## config.mk

```make
export PLATFORM = sky130hd
export DESIGN_NAME = if_fetch_flat
export DESIGN_NICKNAME = d
export VERILOG_FILES = /design/src/rtl/if_fetch_if.sv /design/src/rtl/if_fetch.sv /design/src/flat_wrapper.sv
export SDC_FILE = /design/constraint.sdc
export NUM_CORES = 1
export LEC_CHECK = 0
export CORE_MARGIN = 3
export CORE_UTILIZATION = 33
export CTS_CLUSTER_DIAMETER = 200
export DETAILED_ROUTE_END_ITERATION = 12
export SLEW_MARGIN = 20
export SYNTH_ARGS = -nofsm -noshare
export SYNTH_HDL_FRONTEND = slang
export SYNTH_SLANG_ARGS = --single-unit
```

## constraint.sdc

```tcl
create_clock -name clk -period 4.15 [get_ports clk]
set_input_delay 0.83 -clock clk [delete_from_list [all_inputs] [get_ports clk]]
set_output_delay 0.83 -clock clk [all_outputs]
set_load 0.02 [all_outputs]
```

## src/rtl/if_fetch_if.sv

```systemverilog
// IF-stage bus bundle: byte-wide memory read port, IF->ID hand-off and the ID redirect.
// The master side is the fetch stage; the slave side is the memory controller plus IF_ID/ID.
interface if_fetch_if #(
    parameter int ADDR_W = 17
);
    logic              hold;
    logic              br_taken;
    logic [ADDR_W-1:0] br_addr;
    logic              mem_re;
    logic [ADDR_W-1:0] mem_addr;
    logic              mem_busy;
    logic [7:0]        mem_rdata;
    logic [ADDR_W-1:0] if_pc;
    logic [31:0]       if_inst;
    logic              if_valid;

    modport master (
        input  hold, br_taken, br_addr, mem_busy, mem_rdata,
        output mem_re, mem_addr, if_pc, if_inst, if_valid
    );

    modport slave (
        output hold, br_taken, br_addr, mem_busy, mem_rdata,
        input  mem_re, mem_addr, if_pc, if_inst, if_valid
    );
endinterface

```

## src/rtl/if_fetch.sv

```systemverilog
// Instruction fetch: four byte reads per instruction, assembled little-endian and presented
// to IF_ID; bubbles (all zero) while incomplete, restart on redirect from ID.
module if_fetch #(
    parameter int              ADDR_W   = 17,
    parameter logic [ADDR_W-1:0] RESET_PC = '0
) (
    input  logic          clk,
    input  logic          rst,
    input  logic          rdy,
    if_fetch_if.master    bus
);
    logic [ADDR_W-1:0] pc;
    logic [2:0]        cnt;
    logic [1:0]        rcv;
    logic              pend;
    logic [23:0]       byte_buf;
    logic              out_valid;
    logic [ADDR_W-1:0] out_pc;
    logic [31:0]       out_inst;

    logic mem_re;
    logic accept;
    logic complete;
    logic consume;

    // NOTE: every always_comb output gets a value on every path, so no latch is inferred.
    always_comb begin
        mem_re   = rdy & ~rst & ~bus.br_taken & (cnt < 3'd4) & ~(out_valid & bus.hold);
        accept   = mem_re & ~bus.mem_busy;
        complete = pend & (rcv == 2'd3);
        consume  = out_valid & ~bus.hold & ~complete;
    end

    assign bus.mem_re   = mem_re;
    assign bus.mem_addr = pc + ADDR_W'(cnt);
    assign bus.if_valid = out_valid;
    assign bus.if_pc    = out_pc;
    assign bus.if_inst  = out_inst;

    // NOTE: sequential state uses non-blocking assignments so every register sees pre-edge values.
    always_ff @(posedge clk) begin
        if (rst) begin
            pc        <= RESET_PC;
            cnt       <= '0;
            rcv       <= '0;
            pend      <= 1'b0;
            out_valid <= 1'b0;
            out_pc    <= '0;
            out_inst  <= '0;
        end else if (rdy) begin
            if (bus.br_taken) begin
                // Redirect discards any byte still in flight by dropping pend.
                pc        <= bus.br_addr;
                cnt       <= '0;
                rcv       <= '0;
                pend      <= 1'b0;
                out_valid <= 1'b0;
                out_pc    <= '0;
                out_inst  <= '0;
            end else begin
                pend <= accept;
                if (complete) begin
                    out_inst  <= {bus.mem_rdata, byte_buf};
                    out_pc    <= pc;
                    out_valid <= 1'b1;
                    pc        <= pc + ADDR_W'(4);
                    cnt       <= '0;
                    rcv       <= '0;
                end else begin
                    if (accept) cnt <= cnt + 3'd1;
                    if (pend)   rcv <= rcv + 2'd1;
                    if (consume) begin
                        out_valid <= 1'b0;
                        out_pc    <= '0;
                        out_inst  <= '0;
                    end
                end
            end
        end
    end

    // NOTE: the byte buffer has no reset; each slot is rewritten before it can reach if_inst.
    always_ff @(posedge clk) begin
        if (!rst && rdy && !bus.br_taken && pend && !complete) begin
            case (rcv)
                2'd0:    byte_buf[7:0]   <= bus.mem_rdata;
                2'd1:    byte_buf[15:8]  <= bus.mem_rdata;
                default: byte_buf[23:16] <= bus.mem_rdata;
            endcase
        end
    end
endmodule

```

## src/flat_wrapper.sv

```systemverilog
// flat-port wrapper written by rule: the top's interface ports become plain ports
module if_fetch_flat 
#(
    parameter int              ADDR_W   = 17,
    parameter logic [ADDR_W-1:0] RESET_PC = '0
)
  (clk, rst, rdy, bus_hold, bus_br_taken, bus_br_addr, bus_mem_busy, bus_mem_rdata, bus_mem_re, bus_mem_addr, bus_if_pc, bus_if_inst, bus_if_valid);
  if_fetch_if #(.ADDR_W(ADDR_W)) bus_i ();
  input  logic clk;
  input  logic rst;
  input  logic rdy;
  input wire logic [$bits(bus_i.hold)-1:0] bus_hold;
  input wire logic [$bits(bus_i.br_taken)-1:0] bus_br_taken;
  input wire logic [$bits(bus_i.br_addr)-1:0] bus_br_addr;
  input wire logic [$bits(bus_i.mem_busy)-1:0] bus_mem_busy;
  input wire logic [$bits(bus_i.mem_rdata)-1:0] bus_mem_rdata;
  output wire logic [$bits(bus_i.mem_re)-1:0] bus_mem_re;
  output wire logic [$bits(bus_i.mem_addr)-1:0] bus_mem_addr;
  output wire logic [$bits(bus_i.if_pc)-1:0] bus_if_pc;
  output wire logic [$bits(bus_i.if_inst)-1:0] bus_if_inst;
  output wire logic [$bits(bus_i.if_valid)-1:0] bus_if_valid;
  assign bus_i.hold = bus_hold;
  assign bus_i.br_taken = bus_br_taken;
  assign bus_i.br_addr = bus_br_addr;
  assign bus_i.mem_busy = bus_mem_busy;
  assign bus_i.mem_rdata = bus_mem_rdata;
  assign bus_mem_re = bus_i.mem_re;
  assign bus_mem_addr = bus_i.mem_addr;
  assign bus_if_pc = bus_i.if_pc;
  assign bus_if_inst = bus_i.if_inst;
  assign bus_if_valid = bus_i.if_valid;
  if_fetch #(.ADDR_W(ADDR_W), .RESET_PC(RESET_PC)) u_core (.clk(clk), .rst(rst), .rdy(rdy), .bus(bus_i));
endmodule
```

==> results of run 1 <==
[power by group]
part	internal [mW]	leakage, nW	switching [mW]
combinational	0.0673	1.02	0.0812
sequential	0.977	0.806	0.0224
clock	0.476	0.142	0.368
total	1.52	1.96	0.472
[worst max path at each step]
stage,from,end,slack [ns]
floorplan,u_core.cnt[0],bus_mem_addr[10],1.52
global placement,u_core.cnt[0],bus_mem_addr[14],0.99
detailed placement,u_core.cnt[0],bus_mem_addr[14],0.96
CTS,u_core.cnt[0],bus_mem_addr[14],0.60
global route,u_core.cnt[0],bus_mem_addr[14],0.41
finish,u_core.cnt[0],bus_mem_addr[14],0.60
[per-stage QoR]
step            util  area [um^2]
2_1_floorplan      -         4140
3_3_place_gp   0.428         5210
3_5_place_dp   0.428         5210
4_1_cts        0.453         5510
5_1_grt        0.453         5510
6_report       0.453         5510
[state kept, by name, indices dropped and copies added (netlist names)]
name and flops:
u_core.rcv 2, u_core.pend 1, u_core.cnt 3, u_core.byte_buf 24, u_core.bus.if_inst 32, u_core.pc 17
u_core.bus.if_pc 17, u_core.bus.if_valid 1
[layer usage]
layer | GRT usage | share of wire | up-vias
li1 | - | - | 1693
met1 | 0.208 | 0.44 | 1692
met2 | 0.257 | 0.48 | 116
met3 | 0.0360 | 0.055 | 17
met4 | 0.0505 | 0.019 | 0
met5 | 0 | 0 | -
[logic make-up (layout without fill, tap and decap cells)]
group,Yosys count,in the layout,synth area share
buffers and inverters,44,128,0.0516
muxes,1,1,0.00242
and+or+nand+nor,149,149,0.169
AOI/OAI and AO/OA,108,108,0.190
DFF,97,97,0.527
adders and majority gates,9,9,0.0290
xor gates and xnor gates,15,15,0.0317
[worst min-delay path, delay by kind of cell, from the launching register on]
kind	cells	cell delay (ns)
flops	1	0.33
simple gates	1	0.06
compound gates	1	0.05
[layout by cell type (no fill, tap or decap), types with 7 or more instances in the layout]
cell type | synthesis | routed
sky130_fd_sc_hd__dfxtp_1 | 73 | 73
sky130_fd_sc_hd__nor2_1 | 73 | 73
sky130_fd_sc_hd__nand2_1 | 23 | 23
sky130_fd_sc_hd__a21oi_1 | 12 | 12
sky130_fd_sc_hd__o21ai_0 | 9 | 9
sky130_fd_sc_hd__nand3_1 | 13 | 13
sky130_fd_sc_hd__buf_4 | 6 | 8
sky130_fd_sc_hd__edfxtp_1 | 24 | 24
sky130_fd_sc_hd__ha_1 | 8 | 8
sky130_fd_sc_hd__clkdlybuf4s50_1 | 0 | 97
sky130_fd_sc_hd__clkbuf_16 | 0 | 9
sky130_fd_sc_hd__xor2_1 | 8 | 8
sky130_fd_sc_hd__xnor2_1 | 7 | 7
sky130_fd_sc_hd__a22oi_1 | 51 | 51
[final cells by class]
class	instances	area, um^2	area share
Timing Repair Buffer	106	1040	0.188
Inverter	6	22.5	0.00408
Multi-Input combinational cell	282	1760	0.319
Clock inverter	6	73.8	0.0134
Clock buffer	10	229	0.0415
Tap cell	168	210	0.0381
Sequential cell	97	2180	0.396
==> run summary, run 1 <==
## Setup path
• 0.63 ns — largest stage delay on the critical path
• ha_1 > fa_1 > a21oi_1 > nor3_1 > buf_4 > nand2_1 > xnor2_1 > clkdlybuf4s50_1 — sequence of cells on the critical path
• 2.02 ns — reg-to-reg setup timing slack
• u_core.pc[14] — r2r endpoint
• 2.72 ns — arrival time of data at the critical path endpoint
• 8 — stages on the worst setup path
• output port — endpoint type of the worst setup path
• 3.32 ns — Worst EP required
• reg -> out — category of the critical setup timing path
• buffers and inverters — category of cells accounting for the largest share of critical-path delay
• 2 — Worst Path Buf+Inv
• u_core.pc[3] — Crit Reg-Reg Startpoint
• sky130_fd_sc_hd__clkdlybuf4s50_1 — master of the slowest instance on the critical path
• flip-flop — element type at the critical path start
• 5 — worst reg-to-reg path cell count
• 5 — crit-path max FO

## Place
• 98 — IO buf count
• 0.832 — final weighted congestion in routability-driven placement
• 659 — number of placed cells counting well taps
• 0.961 ns — post-place setup slack
• 7660 um — half-perimeter wire length of the detailed placement result

## Finish
• 0 — diode count
• 542 — layout net count
• 33.1% — synthesis-to-finish area growth
• 675 — final std cells w/o fill
• 0.0651 — share of final-layout standard cells stronger than drive strength 1
• 1150 — Layout fillers

## Detailed routing
• 5.21 — Vias/cell
• 0 — post-route antenna net violation count
• 0 — DRC errors left
• 16.7 um — average wire per standard cell
• 207 — violation count after the first detailed-routing iteration
• 3518 — DR vias
• 4 — count of TritonRoute iterations in the first routing pass
• 11200 um — WL final

## Hold path
• u_core.pc[0] — startpoint of the worst hold path
• u_core.pc[0] — Hold EP
• 2 — Hold Crit Depth
• reg -> reg — worst hold-check path type

## Timing
• 0 — number of hold violations in the final report
• 0.455 — relative slew slack
• 0 — number of pins with negative max-slew slack in the final report
• 282 MHz — maximum clock frequency
• 0.855 — final worst path period share
• 0.0123 ns — worst setup skew after layout
• 0.486 ns — tightest hold margin
• 0 — # setup viols final
• 3.55 ns — time the worst path needs with I/O delays and setup
• no — unrepaired setup endpoints after global routing
• 0.818 ns — transition at the pin with the smallest max-transition slack
• 0.603 ns — setup ws final
• 0 ns — Fin Setup TNS

## Die
• 0.341 — starting density of the core
• 40 — number of rows in the core area
• 118 um — die height
• 118 um — horizontal die dimension
• 12200 um^2 — core region area
• 13900 um^2 — area of the die
• 99 — IO Pins

## Global route
• 0.158 — gr usage total
• 74 — largest net degree at the start of global routing
• 0 — residual overflow from global routing
• 0 — antenna violations before repair
• 3344 — via count of the first global-routing pass
• 17900 um — global-route wire length before repair

## Power and ir drop
• 1.96 nW — leakage power figure
• 361 nW/um^2 — pwr/cell area
• 1.99 mW — Overall Power
• 0.262 mV — maximum ir drop on the vdd rail

## Yosys
• 463 — nets in the synthesized netlist
• 0.527 — portion of the post-synthesis area used by sequential elements
• sky130_fd_sc_hd__dfxtp_1 35%, sky130_fd_sc_hd__edfxtp_1 17%, sky130_fd_sc_hd__a22oi_1 9.2% — largest cells by area after synthesis
• sky130_fd_sc_hd__dfxtp_1 — most used flip-flop cell after synthesis
• 0 — count of synthesis-stage warnings from yosys
• 73 x sky130_fd_sc_hd__dfxtp_1, 73 x sky130_fd_sc_hd__nor2_1, 51 x sky130_fd_sc_hd__a22oi_1, 24 x sky130_fd_sc_hd__edfxtp_1, 23 x sky130_fd_sc_hd__nand2_1 — Synth top cells by count
• 0 — share of flip-flops with an asynchronous set or reset after synthesis
• 97 — post-synthesis sequential element count
• 53 — Distinct cells, synth
• 0.353 — area share of the largest cell type after synthesis
• sky130_fd_sc_hd__dfxtp_1 — post-synthesis cell type with the largest combined area
• 24 — number of enable flip-flop cells after synthesis
• 4140 um^2 — cell area after technology mapping
• 423 — Cells after Synth
• 9.80 um^2 — post-synthesis average cell area

## CTS
• 3 — CTS H-tree lvls
• 9 — total clock buffers created by CTS
• 0.34 ns — insertion delay of the later-clocked pin in the worst-skew pair
• done — clock tree from TritonCTS
• 0 — Hold-fix buffers, CTS
• 2 — deepest clock path buffer count
• 97 — Clock Sink Count
• 0 — count of buffers added by post-CTS timing repair for setup
• 0 — count of cells resized by post-cts repair
• 0.07 ns — clock slew seen by the registers of the worst setup and hold paths
• sky130_fd_sc_hd__clkbuf_16 — Clock Tree Root

## Status
• completed — result of the run

## Job
• 0 — max-capacitance violation count

Power figures use the tool's default switching activity.
==> run 2: changes to the inputs <==
Settings changed: PLACE_DENSITY from default to 0.6, TNS_END_PERCENT from default to 50.
==> results of run 2 <==
Final layout, timing and power as in run 1 (identical DEF).
==> run 3: changes to the inputs <==
Settings changed: CTS_CLUSTER_SIZE from default to 10, SLEW_MARGIN 20 to 5.
==> results of run 3 <==
Final layout, timing and power as in run 1 (identical DEF).
